--- config.mk ---
export PLATFORM = sky130hd
export DESIGN_NAME = serializer_rr_scheduler
export DESIGN_NICKNAME = d
export VERILOG_FILES = /design/src/rtl/serializer_rr_scheduler_pkg.sv /design/src/rtl/serializer_rr_scheduler_rr_arbiter.sv /design/src/rtl/serializer_rr_scheduler.sv
export SDC_FILE = /design/constraint.sdc
export NUM_CORES = 1
export LEC_CHECK = 0
export CAP_MARGIN = 20
export CORE_ASPECT_RATIO = 0.7
export CORE_MARGIN = 10
export CORE_UTILIZATION = 43
export CTS_CLUSTER_SIZE = 16
export DETAILED_ROUTE_END_ITERATION = 8
export PLACE_DENSITY = 0.88
export SLEW_MARGIN = 20
export SYNTH_ARGS = -nofsm -noshare
export SYNTH_HDL_FRONTEND = slang
export SYNTH_SLANG_ARGS = --single-unit
--- constraint.sdc ---
create_clock -name clk -period 3.58 [get_ports clk]
set_input_delay 0.537 -clock clk [delete_from_list [all_inputs] [get_ports clk]]
set_output_delay 0.537 -clock clk [all_outputs]
set_load 0.01 [all_outputs]
--- src/rtl/serializer_rr_scheduler_pkg.sv ---
// ============================================================================
// Module   : serializer_sched_pkg
// Purpose  : Shared state encoding and counter width helpers for the scheduler.
// Revision : 1.0
// ============================================================================
`default_nettype none

package serializer_sched_pkg;

  typedef enum logic [1:0] {
    IDLE   = 2'd0,
    LOAD   = 2'd1,
    STREAM = 2'd2
  } state_t;

  // Counters are compared and cleared before they could reach value+1.
  function automatic int beat_cnt_w(input int num_words);
    return $clog2(num_words + 1);
  endfunction

  function automatic int timeout_cnt_w(input int timeout);
    return $clog2(timeout + 1);
  endfunction

endpackage

`default_nettype wire

--- src/rtl/serializer_rr_scheduler_rr_arbiter.sv ---
// ============================================================================
// Module   : rr_arbiter
// Purpose  : Combinational round-robin picker, searching upward from ptr+1.
// Revision : 1.0
// ============================================================================
`default_nettype none

module rr_arbiter #(
  parameter  int N   = 4,
  localparam int IDW = $clog2(N)
) (
  input  logic [N-1:0]   req,
  input  logic [IDW-1:0] ptr,
  output logic [N-1:0]   grant,
  output logic [IDW-1:0] grant_id,
  output logic           any
);

  // Two passes: indices above the pointer first, then the wrapped-around ones.
  always_comb begin
    grant    = '0;
    grant_id = '0;
    any      = 1'b0;
    for (int i = 0; i < N; i++) begin
      if (!any && req[i] && (i > int'(ptr))) begin
        grant[i] = 1'b1;
        grant_id = IDW'(i);
        any      = 1'b1;
      end
    end
    for (int i = 0; i < N; i++) begin
      if (!any && req[i] && (i <= int'(ptr))) begin
        grant[i] = 1'b1;
        grant_id = IDW'(i);
        any      = 1'b1;
      end
    end
  end

endmodule

`default_nettype wire

--- src/rtl/serializer_rr_scheduler.sv ---
// ============================================================================
// Module   : serializer_rr_scheduler
// Purpose  : Round-robin sharing of one serializer among NUM_REQ requesters.
// Revision : 1.0
// ============================================================================
`default_nettype none

module serializer_rr_scheduler
  import serializer_sched_pkg::*;
#(
  parameter  int WIDTH     = 8,
  parameter  int NUM_WORDS = 4,
  parameter  int NUM_REQ   = 4,
  parameter  int TIMEOUT   = 16,
  localparam int IDW       = $clog2(NUM_REQ)
) (
  input  logic                               clk,
  input  logic                               i_reset_n,
  input  logic [NUM_REQ-1:0]                 i_enable,
  input  logic [NUM_REQ*WIDTH*NUM_WORDS-1:0] i_req_data,
  input  logic [NUM_REQ-1:0]                 i_req_valid,
  output logic [NUM_REQ-1:0]                 o_req_ready,
  output logic [WIDTH*NUM_WORDS-1:0]         o_ser_data,
  output logic                               o_ser_dv,
  input  logic                               i_ser_dv,
  output logic                               o_busy,
  output logic [IDW-1:0]                     o_frame_id,
  output logic                               o_frame_done,
  output logic                               o_error
);

  localparam int c_frame_w = WIDTH * NUM_WORDS;
  localparam int c_beat_w  = beat_cnt_w(NUM_WORDS);
  localparam int c_to_w    = timeout_cnt_w(TIMEOUT);
  localparam logic [c_beat_w-1:0] c_beat_last = c_beat_w'(NUM_WORDS - 1);
  localparam logic [c_to_w-1:0]   c_to_last   = c_to_w'(TIMEOUT - 1);

  state_t                r_state;
  state_t                w_state_nxt;
  logic [IDW-1:0]        r_ptr;
  logic [c_beat_w-1:0]   r_beat_cnt;
  logic [c_beat_w-1:0]   w_beat_nxt;
  logic [c_to_w-1:0]     r_to_cnt;
  logic [c_to_w-1:0]     w_to_nxt;
  logic [c_frame_w-1:0]  r_ser_data;
  logic                  r_ser_dv;
  logic [IDW-1:0]        r_frame_id;
  logic                  r_frame_done;
  logic                  w_done_nxt;
  logic                  r_error;
  logic                  w_err_nxt;

  logic [NUM_REQ-1:0]    w_elig;
  logic [NUM_REQ-1:0]    w_grant;
  logic [IDW-1:0]        w_grant_id;
  logic                  w_any;
  logic                  w_xfer;
  logic [c_frame_w-1:0]  w_win_data;

  assign w_elig = i_req_valid & i_enable;

  rr_arbiter #(.N(NUM_REQ)) u_arb (
    .req      (w_elig),
    .ptr      (r_ptr),
    .grant    (w_grant),
    .grant_id (w_grant_id),
    .any      (w_any)
  );

  // Ready is forced low while reset is held, even though the state already reads IDLE.
  assign o_req_ready = (r_state == IDLE && i_reset_n && w_any) ? w_grant : '0;
  assign w_xfer      = |(o_req_ready & i_req_valid);

  always_comb begin
    w_win_data = '0;
    for (int r = 0; r < NUM_REQ; r++) begin
      if (w_grant[r]) begin
        w_win_data = i_req_data[r*c_frame_w +: c_frame_w];
      end
    end
  end

  always_comb begin
    w_state_nxt = r_state;
    w_beat_nxt  = r_beat_cnt;
    w_to_nxt    = r_to_cnt;
    w_done_nxt  = 1'b0;
    w_err_nxt   = 1'b0;
    case (r_state)
      IDLE: begin
        if (i_ser_dv) w_err_nxt = 1'b1;
        if (w_xfer)   w_state_nxt = LOAD;
      end
      LOAD, STREAM: begin
        w_state_nxt = STREAM;
        // A beat is checked before the watchdog so a last beat on the limit completes.
        if (i_ser_dv) begin
          w_to_nxt = '0;
          if (r_beat_cnt == c_beat_last) begin
            w_done_nxt  = 1'b1;
            w_beat_nxt  = '0;
            w_state_nxt = IDLE;
          end else begin
            w_beat_nxt = r_beat_cnt + 1'b1;
          end
        end else if (r_to_cnt == c_to_last) begin
          w_err_nxt   = 1'b1;
          w_beat_nxt  = '0;
          w_to_nxt    = '0;
          w_state_nxt = IDLE;
        end else begin
          w_to_nxt = r_to_cnt + 1'b1;
        end
      end
      default: w_state_nxt = IDLE;
    endcase
  end

  always_ff @(posedge clk or negedge i_reset_n) begin
    if (!i_reset_n) begin
      r_state <= IDLE;
    end else begin
      r_state <= w_state_nxt;
    end
  end

  always_ff @(posedge clk or negedge i_reset_n) begin
    if (!i_reset_n) begin
      r_ptr        <= IDW'(NUM_REQ - 1);
      r_beat_cnt   <= '0;
      r_to_cnt     <= '0;
      r_ser_data   <= '0;
      r_ser_dv     <= 1'b0;
      r_frame_id   <= '0;
      r_frame_done <= 1'b0;
      r_error      <= 1'b0;
    end else begin
      r_beat_cnt   <= w_beat_nxt;
      r_to_cnt     <= w_to_nxt;
      r_ser_dv     <= w_xfer;
      r_frame_done <= w_done_nxt;
      r_error      <= w_err_nxt;
      if (w_xfer) begin
        r_ser_data <= w_win_data;
        r_frame_id <= w_grant_id;
        r_ptr      <= w_grant_id;
      end
    end
  end

  assign o_ser_data   = r_ser_data;
  assign o_ser_dv     = r_ser_dv;
  assign o_busy       = (r_state != IDLE);
  assign o_frame_id   = r_frame_id;
  assign o_frame_done = r_frame_done;
  assign o_error      = r_error;

endmodule

`default_nettype wire

==> results of run 1 <==
-- through the flow --
stage / std cells / worst slack [ns] / hold WS [ns] / cell area (um2)
2_1_floorplan: 323 / 1.426 / 0.2414 / 3322
3_3_place_gp: 577 / 0.6434 / 0.4658 / 5074
3_5_place_dp: 577 / 0.5788 / 0.4711 / 5074
6_report: 584 / 0.5674 / 0.3674 / 5177
5_1_grt: 584 / 0.4421 / 0.4017 / 5177
4_1_cts: 584 / 0.5658 / 0.3802 / 5177
-- Yosys cell counts (2+ instances only) --
| master | number |
|---|---|
| dfrtp_1 | 47 |
| nand2_1 | 46 |
| a2bb2oi_1 | 32 |
| o21ai_1 | 32 |
| o211ai_1 | 31 |
| a221oi_2 | 28 |
| buf_2 | 10 |
| buf_6 | 8 |
| clkbuf_1 | 7 |
| a21oi_1 | 5 |
| ha_1 | 5 |
| nor2_1 | 5 |
| o21ai_0 | 5 |
| o22a_1 | 5 |
| a221oi_1 | 4 |
| inv_1 | 4 |
| buf_12 | 3 |
| nor2b_1 | 3 |
| a22o_1 | 2 |
| buf_4 | 2 |
| clkbuf_8 | 2 |
| dfstp_2 | 2 |
| nand3_1 | 2 |
| o21a_1 | 2 |
| or3_1 | 2 |
-- path summary, 6_finish.rpt --
path | start | end | slack [ns] | depth (start not counted)
max | i_req_valid[3] | o_req_ready[3] | 0.57 | 6
min | i_reset_n | r_beat_cnt[1] | 0.37 | 2
max reg2reg | r_state[0] | o_frame_id[1] | 1.13 | 9
min reg2reg | r_to_cnt[4] | r_to_cnt[4] | 0.49 | 1
max in group asynchronous | i_reset_n | o_ser_data[6] | 2.81 | 2
min in group clk | r_to_cnt[4] | r_to_cnt[4] | 0.49 | 1
-- state kept, by name, indices dropped and copies added, names as in the netlist --
signal,flops
o_ser_data,32
r_to_cnt,5
r_beat_cnt,3
o_frame_id,2
r_ptr,2
r_state,2
o_error,1
o_frame_done,1
o_ser_dv,1
-- metal layers --
| layer | up-vias | wire, um | track usage, % |
|---|---|---|---|
| li1 | 1583 | - | - |
| met1 | 1603 | 5049 | 23.76 |
| met2 | 141 | 5888 | 33.71 |
| met3 | 6 | 1251 | 9.024 |
| met4 | 0 | 76 | 2.868 |
| met5 | - | 0 | 0 |
-- logic make-up (layout without fill, tap and decap cells) --
family,after synthesis,after routing
buffers and inverters,38,201
muxes,2,2
DFF,49,49
AOI/OAI and AO/OA,159,159
and+or+nand+nor,70,70
adders and majority gates,5,5
-- area by class of cell --
type                    count  area (um2)  share of cell area (%)
clock buffers               5       68.82                   1.329
multi-input cells         236        1814                   35.04
inverters                   5       18.77                  0.3625
flip-flops and latches     49        1229                   23.73
repair buffers            189        1889                   36.49
clock inverters             2       35.03                  0.6767
well taps                  98       122.6                   2.368
-- power by group --
part / switching (uW) / internal, uW
sequential: 145 / 776
combinational: 783 / 858
clock: 180 / 203
total: 1110 / 1840
-- critical path, delay by kind of cell --
kind | cells | cell delay (ns)
AO/OA/AOI/OAI | 1 | 0.28
buffers and inverters | 3 | 1.41
AND/OR/NAND/NOR | 2 | 0.25
==> results.toml, run 1 <==
[worst_setup_path]
crit_fanout = 19
crit_arrival_ns = 2.48
cp_slowest_cell = "clkdlybuf4s50_1"
crit_type = "input port to output pin"
start_kind = "input port"
path_cells = "clkdlybuf4s50_1 -> nand2_1 -> a41o_1 -> buf_4 -> nor2_1 -> clkdlybuf4s50_1"
crit_path_frequent_cell = "clkdlybuf4s50_1"
critPathMaxStageDelay_ns = 0.61
required_ns = 3.04
cp-end-kind = "output pin"

[global_routing]
grt_max_degree = 66
grt_pass1_wl_um = 19450
grt.total_usage_pct = 20.07
antenna_found_initial = 0
grt_pass1_vias = 3555
gr-total-overflow = 0

[floorplan]
core_area_um2 = 7417
pin_count = 181
num_rows = 26
die_height_um = 93.54
dieArea_um2 = 11700
initial_utilization_pct = 44.79
die_w_um = 125.1

[power_and_ir_drop]
fin_total_pwr_uw = 2945
max-vdd-ir-drop_v = 0.0003289
power.density_nw_per_um2 = 568.8
p_leak_uw = 0.001911

[timing]
layout_min_cycle_time_ns = 3.013
final_hold_viol_count = 0
skew_ns = 0.004315
worst_pin_slew_ns = 0.6442
slew_viol_final = 0
slew_headroom_pct = 56.95
finalCritPeriodShare_pct = 84.15
setup_viol = 0
fmax_mhz = 331.9
fin_setup_tns_ns = 0
grt_setup_unrepaired = "false"

[route]
drc_errors = 0
post_drt_wl_per_cell_um = 21.00
antenna_left = 0
dr.pass1.iters = 4
viasPerCell = 5.707
initialDrtViolationCount = 162
postRouteWirelength_um = 12270
vias = 3333

[cts]
cts_max_level = 2
cts_tree = "built"
cts.path.max_buffers = 2
root_buffer = "clkbuf_8"
cts.sinks = 49
post_cts_buffers = 0
cts_inserted_buffers = 5
clkTransAtPathRegs_ns = 0.09
cts_resized = 0
clock_latency_ns = 0.29
cts_hold_buf = 0

[yosys]
synth-compound-area-share_pct = 41.92
synthArstFlopShare_pct = 100.0
synthDominantCellAreaShare_pct = 35.40
synth_top_area_cell = "dfrtp_1"
synth.area.top_cells = "dfrtp_1 35%, a221oi_2 13%, a2bb2oi_1 8.4%"
synthFlopType = "dfrtp_1"
synth-edff-count = 0
synth_warnings = 0
synth_top_family_by_area = "compound AO/OA/AOI/OAI gates"
netlist_area_um2 = 3322
synth-simple-area-share_pct = 9.793
synthXorXnorAreaFrac_pct = 0
synth_nets = 467
synthMuxAreaShare_pct = 0.6403
synth.distinct_cells = 54
avgSynthCellArea_um2 = 10.28
synthAdderAreaFrac_pct = 1.883
yosysSeqAreaShare_pct = 36.99
ys_ff_latch = 49
synth_cells = 323

[cells_and_area]
antenna_cells = 0
num-nets-final = 630
final_cell_mix = "179 x clkdlybuf4s50_1, 47 x dfrtp_1, 46 x nand2_1"
area_growth_pct = 55.86
drive_above_1_share_pct = 12.76
nFillCells = 595
final_common_cell = "clkdlybuf4s50_1"
fin_util_pct = 69.80

[place]
io_buffers = 180
dp.final_hpwl_um = 9573
gpl.final_weighted_congestion = 0.7913

[run]
maxCapViolations = 0

[worst_hold_path]
hp-class = "input port to asynchronous set/reset pin"

[status]
outcome = "completed"
Power figures use the tool's default switching activity.
==> run 2: changes to the inputs <==
- CORE_UTILIZATION: 43 -> 40
- PLACE_DENSITY: 0.88 -> 0.82
- clock period: 3.58 -> 2.96 ns (I/O delays scaled with it)
==> run 2 against run 1 <==
  * Setup slack got worse by 0.38 ns
  * Cell count rose by 0.51%
  * First-iteration DRC count rose by 28%
  * Design area rose by 1.1%
  * Clock skew barely moved
  * Global-route usage fell by 0.30 points
  * Sequential power rose by 21%
  * Hold slack got worse by 0.024 ns
  * Critical path depth fell by 1
  * Sequential share of layout area fell by 0.25 points
  * Critical endpoint is now o_req_ready[1]
  * Largest power group unchanged
  * Highest routed layer unchanged
==> results.toml, run 2 (synthesized netlist as in run 1, its figures left out) <==
[worst_setup_path]
cp.buffers_inverters = 2
crit_type = "input port to output pin"
critPathMaxStageDelay_ns = 0.56
r2r_setup_slack_ns = 0.88
required_ns = 2.52
reg2regPathDepth = 6
crit_fanout = 6
cp_slowest_cell = "clkdlybuf4s50_1"
crit_arrival_ns = 2.33
start_kind = "input port"
crit_family = "buffers and inverters"
cp-end-kind = "output pin"
crit_path_frequent_cell = "clkdlybuf4s50_1"
reg2reg_from = "r_ptr[1]"
r2r-end = "o_frame_id[0]"
path_cells = "clkdlybuf4s50_1 -> a22o_1 -> a211o_1 -> a21oi_1 -> clkdlybuf4s50_1"

[cts]
cts_resized = 0
post_cts_buffers = 0
clkTransAtPathRegs_ns = 0.06
cts_max_level = 2
root_buffer = "clkbuf_16"
cts_tree = "built"
cts_hold_buf = 0
cts_inserted_buffers = 5
cts.sinks = 49
cts.path.max_buffers = 2
clock_latency_ns = 0.28

[power_and_ir_drop]
p_leak_uw = 0.001930
power.density_nw_per_um2 = 702.8
max-vdd-ir-drop_v = 0.0005342

[route]
dr.pass1.iters = 4
postRouteWirelength_um = 12880
vias = 3374
antenna_left = 0
viasPerCell = 5.748
drc_errors = 0
post_drt_wl_per_cell_um = 21.94
initialDrtViolationCount = 207

[timing]
worst_pin_slew_ns = 0.6905
fmax_mhz = 360.9
setup_viol = 0
grt_setup_unrepaired = "false"
slew_headroom_pct = 53.97
slew_viol_final = 0
timing.hold.ws_ns = 0.3435
fin_setup_tns_ns = 0
finalCritPeriodShare_pct = 93.60
skew_ns = 0.004159
final_hold_viol_count = 0
layout_min_cycle_time_ns = 2.771

[cells_and_area]
final_common_cell = "clkdlybuf4s50_1"
drive_above_1_share_pct = 12.55
num-nets-final = 630
area_growth_pct = 57.51
final_cell_mix = "179 x clkdlybuf4s50_1, 47 x dfrtp_1, 46 x nand2_1"
design_area_um2 = 5233
largest_reg_flops = 32
fin_util_pct = 65.63
antenna_cells = 0

[place]
io_buffers = 180
gpl.final_weighted_congestion = 0.8262
postPlaceCellArea_um2 = 5070
dp.final_hpwl_um = 9388

[floorplan]
dieArea_um2 = 12410
core_area_um2 = 7973
die_height_um = 96.25
pin_count = 181
initial_utilization_pct = 41.67
num_rows = 27
die_w_um = 128.9

[run]
maxCapViolations = 0

[global_routing]
grt_max_degree = 71
grt_pass1_vias = 3498
gr-total-overflow = 0
grt_pass1_wl_um = 19530
grt.total_usage_pct = 19.78
antenna_found_initial = 0

[status]
outcome = "completed"

[worst_hold_path]
hp-class = "input port to asynchronous set/reset pin"
## run 2: changes by cell type in the layout (fill, tap and decap cells not counted), sizes merged
cell,change
clkbuf,+2
bufinv,-1
clkinv,-1
## run 2: cell type report
| class | count | area (um2) |
|---|---|---|
| fillers | 656 | 2740 |
| repair buffers | 189 | 1902 |
| multi-input cells | 236 | 1814 |
| flip-flops and latches | 49 | 1229 |
| clock buffers | 7 | 142.6 |
| well taps | 101 | 126.4 |
| inverters | 5 | 18.77 |
## run 2: worst register-to-register path: cells and delay by family (launching register included)
family                 cells  cell delay, ns
and+or+nand+nor            2            0.30
DFF                        1            0.63
AOI/OAI and AO/OA          3            0.50
buffers and inverters      1            0.54
## run 2: routing by layer
layer  track usage, %  vias to the layer above  part of all wire (%)
li1                 -                     1590                     -
met1            24.44                     1621                    42
met2            32.36                      155                    45
met3            8.018                        8                    12
met4            3.491                        0                  0.94
met5                0                        -                     0
## run 2: worst max-delay path by stage
stage | to | depth (start not counted) | from
after floorplan | o_req_ready[0] | 7 | r_state[0]
after global placement | o_ser_data[24] | 6 | i_req_valid[3]
after detailed placement | o_ser_data[26] | 6 | i_req_valid[3]
after CTS | o_req_ready[1] | 5 | i_req_valid[3]
after global routing | o_req_ready[2] | 6 | i_enable[3]
final | o_req_ready[1] | 5 | i_req_valid[3]
## run 2: through the flow
step           worst slack [ns]  power (uW)  std cells
2_1_floorplan            0.9242        2268        323
3_3_place_gp             0.1804        3056        579
3_5_place_dp            0.08724        3119        579
4_1_cts                  0.1846        3701        586
5_1_grt                  0.1037        3946        587
6_report                 0.1894        3677        587
## run 2: report_power, final
part / internal (uW) / leakage [uW] / switching [uW] / total, uW
clock network: 332 / 0.0000700 / 234 / 566
logic: 1040 / 0.00123 / 953 / 2000
registers: 940 / 0.000626 / 175 / 1110
